[config.mk]
export PLATFORM = sky130hd
export DESIGN_NAME = matmul_serial_param
export DESIGN_NICKNAME = d
export VERILOG_FILES = /design/src/rtl/matmul_serial_param.sv
export SDC_FILE = /design/constraint.sdc
export NUM_CORES = 1
export LEC_CHECK = 0
export ABC_AREA = 0
export BUFFER_PORTS_ARGS = -buffer_cell sky130_fd_sc_hd__buf_4
export CAP_MARGIN = 20
export CORE_MARGIN = 2
export CORE_UTILIZATION = 55
export DETAILED_ROUTE_END_ITERATION = 7
export MAX_ROUTING_LAYER = met4
export PLACE_DENSITY_LB_ADDON = 0.2
export SLEW_MARGIN = 30
export SYNTH_ARGS = -nofsm -noshare
export SYNTH_HDL_FRONTEND = slang
export SYNTH_SLANG_ARGS = --single-unit
[constraint.sdc]
create_clock -name clk -period 10.7 [get_ports clk]
set_input_delay 1.605 -clock clk [delete_from_list [all_inputs] [get_ports clk]]
set_output_delay 1.605 -clock clk [all_outputs]
set_load 0.05 [all_outputs]
[src/rtl/matmul_serial_param.sv]
// N x N unsigned matrix multiply C = A x B through one shared MAC, one product per cycle.
// Build option MATMUL_SAT_EN: clamp oversized result elements to all ones instead of wrapping.
module matmul_serial_param #(
  parameter int N  = 3,
  parameter int DW = 8,
  parameter int OW = 16
) (
  input  logic              clk,
  input  logic              reset,
  input  logic              start,
  input  logic [N*N*DW-1:0] A_flat,
  input  logic [N*N*DW-1:0] B_flat,
  output logic [N*N*OW-1:0] C_flat,
  output logic              busy,
  output logic              done,
  output logic              overflow
);
  localparam int AW = 2*DW + $clog2(N);
  localparam int IW = $clog2(N);
  localparam int NE = N*N;
  localparam logic [IW-1:0] LAST = IW'(N-1);

  typedef enum logic [1:0] {S_IDLE, S_MAC, S_DONE} state_t;

  state_t              r_state, w_next;
  logic [NE*DW-1:0]    r_a, r_b;
  logic [NE*OW-1:0]    r_c;
  logic [AW-1:0]       r_acc;
  logic [IW-1:0]       r_i, r_j, r_k;
  logic                r_ovf;

  logic                w_accept, w_k_last, w_last_el;
  int                  w_aidx, w_bidx, w_cidx;
  logic [DW-1:0]       w_a_el, w_b_el;
  logic [AW-1:0]       w_acc_next;
  logic [OW-1:0]       w_conv;
  logic                w_ovf_el;

  assign w_accept  = start && (r_state == S_IDLE || r_state == S_DONE);
  assign w_k_last  = (r_k == LAST);
  assign w_last_el = w_k_last && (r_j == LAST) && (r_i == LAST);

  always_comb begin
    w_aidx = NE - 1 - (int'(r_i) * N + int'(r_k));
    w_bidx = NE - 1 - (int'(r_k) * N + int'(r_j));
    w_cidx = NE - 1 - (int'(r_i) * N + int'(r_j));
  end

  assign w_a_el     = r_a[w_aidx*DW +: DW];
  assign w_b_el     = r_b[w_bidx*DW +: DW];
  // AW leaves room for N full-scale products, so the sum can never wrap.
  assign w_acc_next = ((r_k == '0) ? '0 : r_acc) + AW'(w_a_el) * AW'(w_b_el);

  generate
    if (OW >= AW) begin : g_ext
      assign w_conv   = OW'(w_acc_next);
      assign w_ovf_el = 1'b0;
    end else begin : g_narrow
      assign w_ovf_el = |w_acc_next[AW-1:OW];
`ifdef MATMUL_SAT_EN
      assign w_conv   = w_ovf_el ? '1 : w_acc_next[OW-1:0];
`else
      assign w_conv   = w_acc_next[OW-1:0];
`endif
    end
  endgenerate

  always_ff @(posedge clk or negedge reset) begin
    if (!reset) r_state <= S_IDLE;
    else        r_state <= w_next;
  end

  always_comb begin
    w_next = r_state;
    case (r_state)
      S_IDLE:  if (w_accept) w_next = S_MAC;
      S_MAC:   if (w_last_el) w_next = S_DONE;
      S_DONE:  if (w_accept) w_next = S_MAC;
      default: w_next = S_IDLE;
    endcase
  end

  always_ff @(posedge clk or negedge reset) begin
    if (!reset) begin
      r_a   <= '0;
      r_b   <= '0;
      r_c   <= '0;
      r_acc <= '0;
      r_i   <= '0;
      r_j   <= '0;
      r_k   <= '0;
      r_ovf <= 1'b0;
    end else if (w_accept) begin
      r_a   <= A_flat;
      r_b   <= B_flat;
      r_c   <= '0;
      r_acc <= '0;
      r_i   <= '0;
      r_j   <= '0;
      r_k   <= '0;
      r_ovf <= 1'b0;
    end else if (r_state == S_MAC) begin
      r_acc <= w_acc_next;
      if (w_k_last) begin
        r_c[w_cidx*OW +: OW] <= w_conv;
        if (w_ovf_el) r_ovf <= 1'b1;
        r_k <= '0;
        if (r_j == LAST) begin
          r_j <= '0;
          r_i <= (r_i == LAST) ? '0 : r_i + 1'b1;
        end else begin
          r_j <= r_j + 1'b1;
        end
      end else begin
        r_k <= r_k + 1'b1;
      end
    end
  end

  assign C_flat   = r_c;
  assign overflow = r_ovf;
  assign busy     = (r_state == S_MAC);
  assign done     = (r_state == S_DONE);
endmodule

==> qor.csv, run 1 <==
metric,value,unit
status,completed,
row cnt,64,
clk sinks,315,
core area,0.0307,mm^2
max capacitance violation total,0,
Total Nets Final,2377,
clk_lat worst skew,530,ps
global-route wire length before repair,76200,um
FILL cells,2437,
RR Endpoint,C_flat[125],
Worst Tran Pin Value,891,ps
synth top area cells,"dfrtp_1 (46%), nand2_1 (12%), fa_1 (6.2%)",
CP Max Fanout,19,
"Top FF cell, synth",dfrtp_1,
die area,0.0329,mm^2
IO Port Bufs,293,
Area Growth Syn to Fin,21.8,%
H-tree depth,2,
total gr overflow,0,
fraction of layout cells with a size suffix above 1,20.9,%
Routed Antenna Nets,0,
largest net degree at the start of global routing,106,
CP max stage delay,730,ps
hold path depth,2,
vias in the first global route,14400,
setup slack at placement,1690,ps
Avg WL per Cell,18.6,um
Initial DRC Count,1310,
most frequent cells in the layout,"nand2_1 (564), dfrtp_1 (315), buf_4 (307)",
Starting Density,56.3,%
Ports,294,
CP bufs+invs,5,
r2r startpoint,r_i[0],
diode count,0,
RSZ-0062 raised after global routing,no,
count of state elements after synthesis,315,
"reg-to-reg slack, setup",1590,ps
Slew headroom,40.2,%
Worst path slowest cell,xnor2_1,
final core utilization,68.6,%
WS Path Type,register to register,
Setup Buffers After CTS,0,
"Slew Viols, Final",0,
hold wc startpoint,r_a[52],
DR vias,14400,
GPL Wtd Cong,0.940,
Hold Crit Class,register to register,
total CTS buffers,36,
Post-Syn Area,0.0173,mm^2
post-synthesis sequential area ratio,45.5,%
minimum clock period,9110,ps
min setup slack post-route,1590,ps
Startpoint Class,register,
Die Width,181,um
clock-pin slew on the worst setup and hold paths,60,ps
Clock Path Buffers,3,
Resized Gates After CTS,0,
final clock skew,27.7,ps
CTS tree,yes,
final setup violation count,0,
GRT Total Usage,29.8,%
highest clock rate,110,MHz
share of the synthesized area in the top cell type,45.5,%
first drt pass iteration count,8,
"most common cell after layout, fill and taps aside",nand2_1,
CP Cell Sequence,"inv_1, ha_1, fa_1, inv_1, ha_1, or4_1, or4_1, o211ai_1, a22oi_1, or2_2, fa_1, fa_1, inv_1, fa_1, inv_1, fa_1, inv_1, ha_1, o21ai_0, o21ai_0, a31oi_1, xnor2_1, nand2_1, o21ai_0",
"Req. time, crit path",11120,ps
Post-CTS Hold Buffers,0,
die height,181,um
crit path DAT,9530,ps
CP top delay family,adder cells,
library cells used by synthesis,72,
met3 WL,3150,um
met2 wire len,22100,um
cell taking the most area after synthesis,dfrtp_1,
Mean Syn Cell Area,9.32,um^2
vias per std cell,5.71,
WP depth,24,
"EDFF count, synth",0,
DRC viols,0,
Syn Inst Count,1856,
end point of the worst hold path,r_a[52],
syn_nets,2125,
Final TNS setup,0,ps
post-DP HPWL,34400,um
Async SR Flop Fraction,100,%
worst r2r path cells,24,
crit path capture type,register,
Setup crit start,r_i[0],
final worst-path cycle share,85.1,%
initial antenna violation count,0,
Hold Fails Final Rpt,0,
wl on met1,20200,um
Synth Warn #,0,
Root Buffer,clkbuf_16,
Post-Route WL,47100,um
top sig layer,met4,
## registers in the layout, indices dropped and copies added (netlist names)
signal and flops:
C_flat 144, r_a 72, r_b 72, r_acc 18, r_i 2, r_j 2, r_k 2, r_state 2
overflow 1
## cell families after synthesis
| logic type | count (synthesis) | share of synthesized area, % |
|---|---|---|
| xor gates and xnor gates | 16 | 0.853 |
| and+or+nand+nor | 870 | 22.0 |
| buffers and inverters | 218 | 4.86 |
| adders and majority gates | 122 | 11.2 |
| AOI/OAI and AO/OA | 250 | 9.42 |
| muxes | 65 | 6.16 |
| DFF | 315 | 45.5 |
## how the worst max path moves through the flow
stage,end,slack (ps)
final,C_flat[125],1590
after global routing,C_flat[29],1090
after CTS,C_flat[125],1660
after detailed placement,C_flat[125],1690
after global placement,C_flat[45],2070
after floorplan,C_flat[142],3170
## metrics by stage
step           area [um^2]  std cells  hold WS, ps
3_3_place_gp         19800       2464          453
2_1_floorplan        17300       1856          440
4_1_cts              21000       2528          472
6_report             21100       2529          470
3_5_place_dp         19800       2465          457
5_1_grt              21100       2529          484
## Yosys cell counts (12+ instances only)
cell type,instances
nor2_1,62
nor2b_1,12
inv_1,118
nand3_1,109
and2_1,20
clkbuf_1,76
nand2_1,564
ha_1,68
mux2_2,12
a21oi_1,29
o31ai_1,15
dfrtp_1,315
mux4_2,32
o21ai_0,101
mux2i_1,21
nor3_1,14
nand2b_1,15
fa_1,54
buf_1,12
and3_1,12
o22ai_1,18
## per-layer routing
metal | up-vias | global-route usage [%]
met3 | 105 | 3.85
met2 | 586 | 46.5
met1 | 7011 | 40.7
li1 | 6744 | -
met5 | - | -
met4 | 0 | 10.8
## tightest hold or removal path: stages, from the launching register on
cell and delay (ps):
dfrtp_1 340, nand2_1 50, nand2_1 50
## area by class of cell
type / count / area [um^2] / share of cell area [%]
multi-input cells: 1323 / 8630 / 41.0
repair buffers: 314 / 2390 / 11.3
clock inverters: 12 / 156 / 0.742
clock buffers: 51 / 1080 / 5.12
flip-flops and latches: 315 / 7880 / 37.4
inverters: 118 / 443 / 2.10
well taps: 396 / 495 / 2.35
Power of run 1 is not shown: default switching activity piles up to over one toggle a cycle in this logic, so the estimate is an artifact.
==> run 2: changes to the inputs <==
--- a/config.mk
+++ b/config.mk
@@ -11,4 +11,5 @@
 export CORE_MARGIN = 2
 export CORE_UTILIZATION = 55
+export CTS_BUF_LIST = sky130_fd_sc_hd__clkbuf_8
 export DETAILED_ROUTE_END_ITERATION = 7
 export MAX_ROUTING_LAYER = met4
==> constraint.sdc (replaced) <==
create_clock -name clk -period 10.7 [get_ports clk]
set_input_delay 0 -clock clk [delete_from_list [all_inputs] [get_ports clk]]
set_output_delay 0 -clock clk [all_outputs]
set_load 0.05 [all_outputs]
==> run 2 against run 1 <==
Against the previous run: wire length grew 10%; worst hold slack got worse by 430 ps; global-route usage increased by 3.1 points; first-iteration DRC count down 0.76%; setup slack gained 24 ps; sequential cell count unchanged; non-clock buffer count rose by 146; via count grew 7.3%; critical path type unchanged; highest routed layer unchanged.
==> qor.csv, run 2 (synthesis gave the netlist of run 1 again) <==
metric,value,unit,change
CTS tree,yes,,
Setup Buffers After CTS,0,,unchanged
min setup slack post-route,1610,ps,+24.5 ps
FILL cells,2193,,-10%
"reg-to-reg slack, setup",1610,ps,+20 ps
Initial DRC Count,1300,,-0.76%
clk sinks,315,,unchanged
total CTS buffers,52,,+44%
crit path capture type,register,,
Clock Path Buffers,3,,unchanged
Die Width,181,um,unchanged
grt met1 use,42.3,%,+1.6 points
Root Buffer,clkbuf_8,,
global-route wire length before repair,83700,um,+9.9%
GPL Wtd Cong,0.940,,unchanged
Starting Density,56.3,%,unchanged
WS Path Type,register to register,,
Avg WL per Cell,19.2,um,+3.3%
"Slew Viols, Final",0,,unchanged
Total Nets Final,2539,,+6.8%
setup slack at placement,1690,ps,unchanged
RSZ-0062 raised after global routing,no,,
most frequent cells in the layout,"nand2_1 (564), dfrtp_1 (315), buf_4 (307)",,
die area,0.0329,mm^2,unchanged
met2 Use GR,52.9,%,+6.4 points
final clock skew,55.9,ps,+28.2 ps
Hold Crit Class,input pin to asynchronous set/reset pin,,
IO Port Bufs,293,,unchanged
final worst-path cycle share,84.9,%,-0.23 points
Worst Tran Pin Value,916,ps,+24.5 ps
clk_lat worst skew,610,ps,+80 ps
die height,181,um,unchanged
met3 Usage GRT,4.81,%,+0.96 points
row cnt,64,,unchanged
post-DP HPWL,34400,um,unchanged
H-tree depth,2,,unchanged
crit path DAT,9570,ps,+40 ps
vias per std cell,5.73,,+0.33%
largest net degree at the start of global routing,106,,unchanged
final setup violation count,0,,unchanged
diode count,0,,unchanged
Post-Route WL,52000,um,+10%
Area Growth Syn to Fin,29.8,%,
DR vias,15500,,+7.3%
total gr overflow,0,,unchanged
Final TNS setup,0,ps,unchanged
fraction of layout cells with a size suffix above 1,20.3,%,-0.54 points
max capacitance violation total,0,,unchanged
vias in the first global route,15800,,+9.8%
CP Max Fanout,19,,unchanged
Hold Fails Final Rpt,0,,unchanged
first drt pass iteration count,5,,-3
final core utilization,73.1,%,+4.5 points
DRC viols,0,,unchanged
minimum clock period,9090,ps,-24.5 ps
Resized Gates After CTS,0,,unchanged
initial antenna violation count,0,,unchanged
Startpoint Class,register,,
Ports,294,,unchanged
status,completed,,
GRT Total Usage,32.9,%,+3.1 points
core area,0.0307,mm^2,unchanged
"Req. time, crit path",11180,ps,+60 ps
Largest register FFs,144,,unchanged
clock-pin slew on the worst setup and hold paths,70,ps,about the same
"most common cell after layout, fill and taps aside",nand2_1,,
Routed Antenna Nets,0,,unchanged
busiest grt layer,met2,,
highest clock rate,110,MHz,+0.27%
Slew headroom,38.5,%,-1.6 points
run 2: cell types whose count changed in the layout (fill, tap and decap cells not counted), moves of 2 or more:
cell / change
bufinv_16: +2
clkbuf_1: -5
clkbuf_8: +57
inv_1: +10
clkbuf_16: -38
dlygate4sd3_1: +146
clkinv_2: +3
run 2: layer usage:
layer / vias up / part of all wire (%)
li1: 7067 / -
met2: 774 / 48
met4: 0 / 4.2
met1: 7506 / 41
met3: 150 / 7.1
met5: - / 0
run 2: what timing repair did:
item	CTS	global route
endpoints found under the setup margin	0	0
hold endpoints to repair	262	0
hold buffers	146	0
run 2: critical path, stage by stage, from the launching register on:
cell and delay, ps:
dfrtp_1 410, inv_1 140, ha_1 380, fa_1 590, inv_1 60, ha_1 610
or4_1 600, or4_1 410, o211ai_1 370, a22oi_1 400, or2_2 400, fa_1 500
fa_1 550, inv_1 50, fa_1 520, inv_1 50, fa_1 530, inv_1 40
ha_1 400, o21ai_0 160, o21ai_0 480, a31oi_1 190, xnor2_1 720, nand2_1 180
o21ai_0 230
run 2: through the flow:
stage	std cells	hold WS, ps	area (um^2)
floorplan	1856	-296	17300
global placement	2464	75.8	19800
detailed placement	2465	74.2	19800
CTS	2703	29.3	22400
global route	2704	71.4	22500
finish	2704	42.4	22500
run 2: final cells by class:
cell class                 count  area [um^2]  area share [%]
tap                          396          495            2.21
inverter                     118          443            1.97
sequential                   315         7880            35.1
clock inverter                27          269            1.20
timing repair buffer         460         3850            17.1
multi-input combinational   1323         8630            38.4
clock buffer                  65          895            3.98
run 2: final timing paths:
check / start / endpoint / cells after the start
max: r_i[0] / C_flat[125] / 24
min: reset / C_flat[116] / 2
max in group asynchronous: reset / r_b[45] / 4
max reg2reg: r_i[0] / C_flat[125] / 24
min in group clk: A_flat[46] / r_a[46] / 4
min reg2reg: r_b[70] / r_b[70] / 2
Power of run 2 is left out for the same reason.
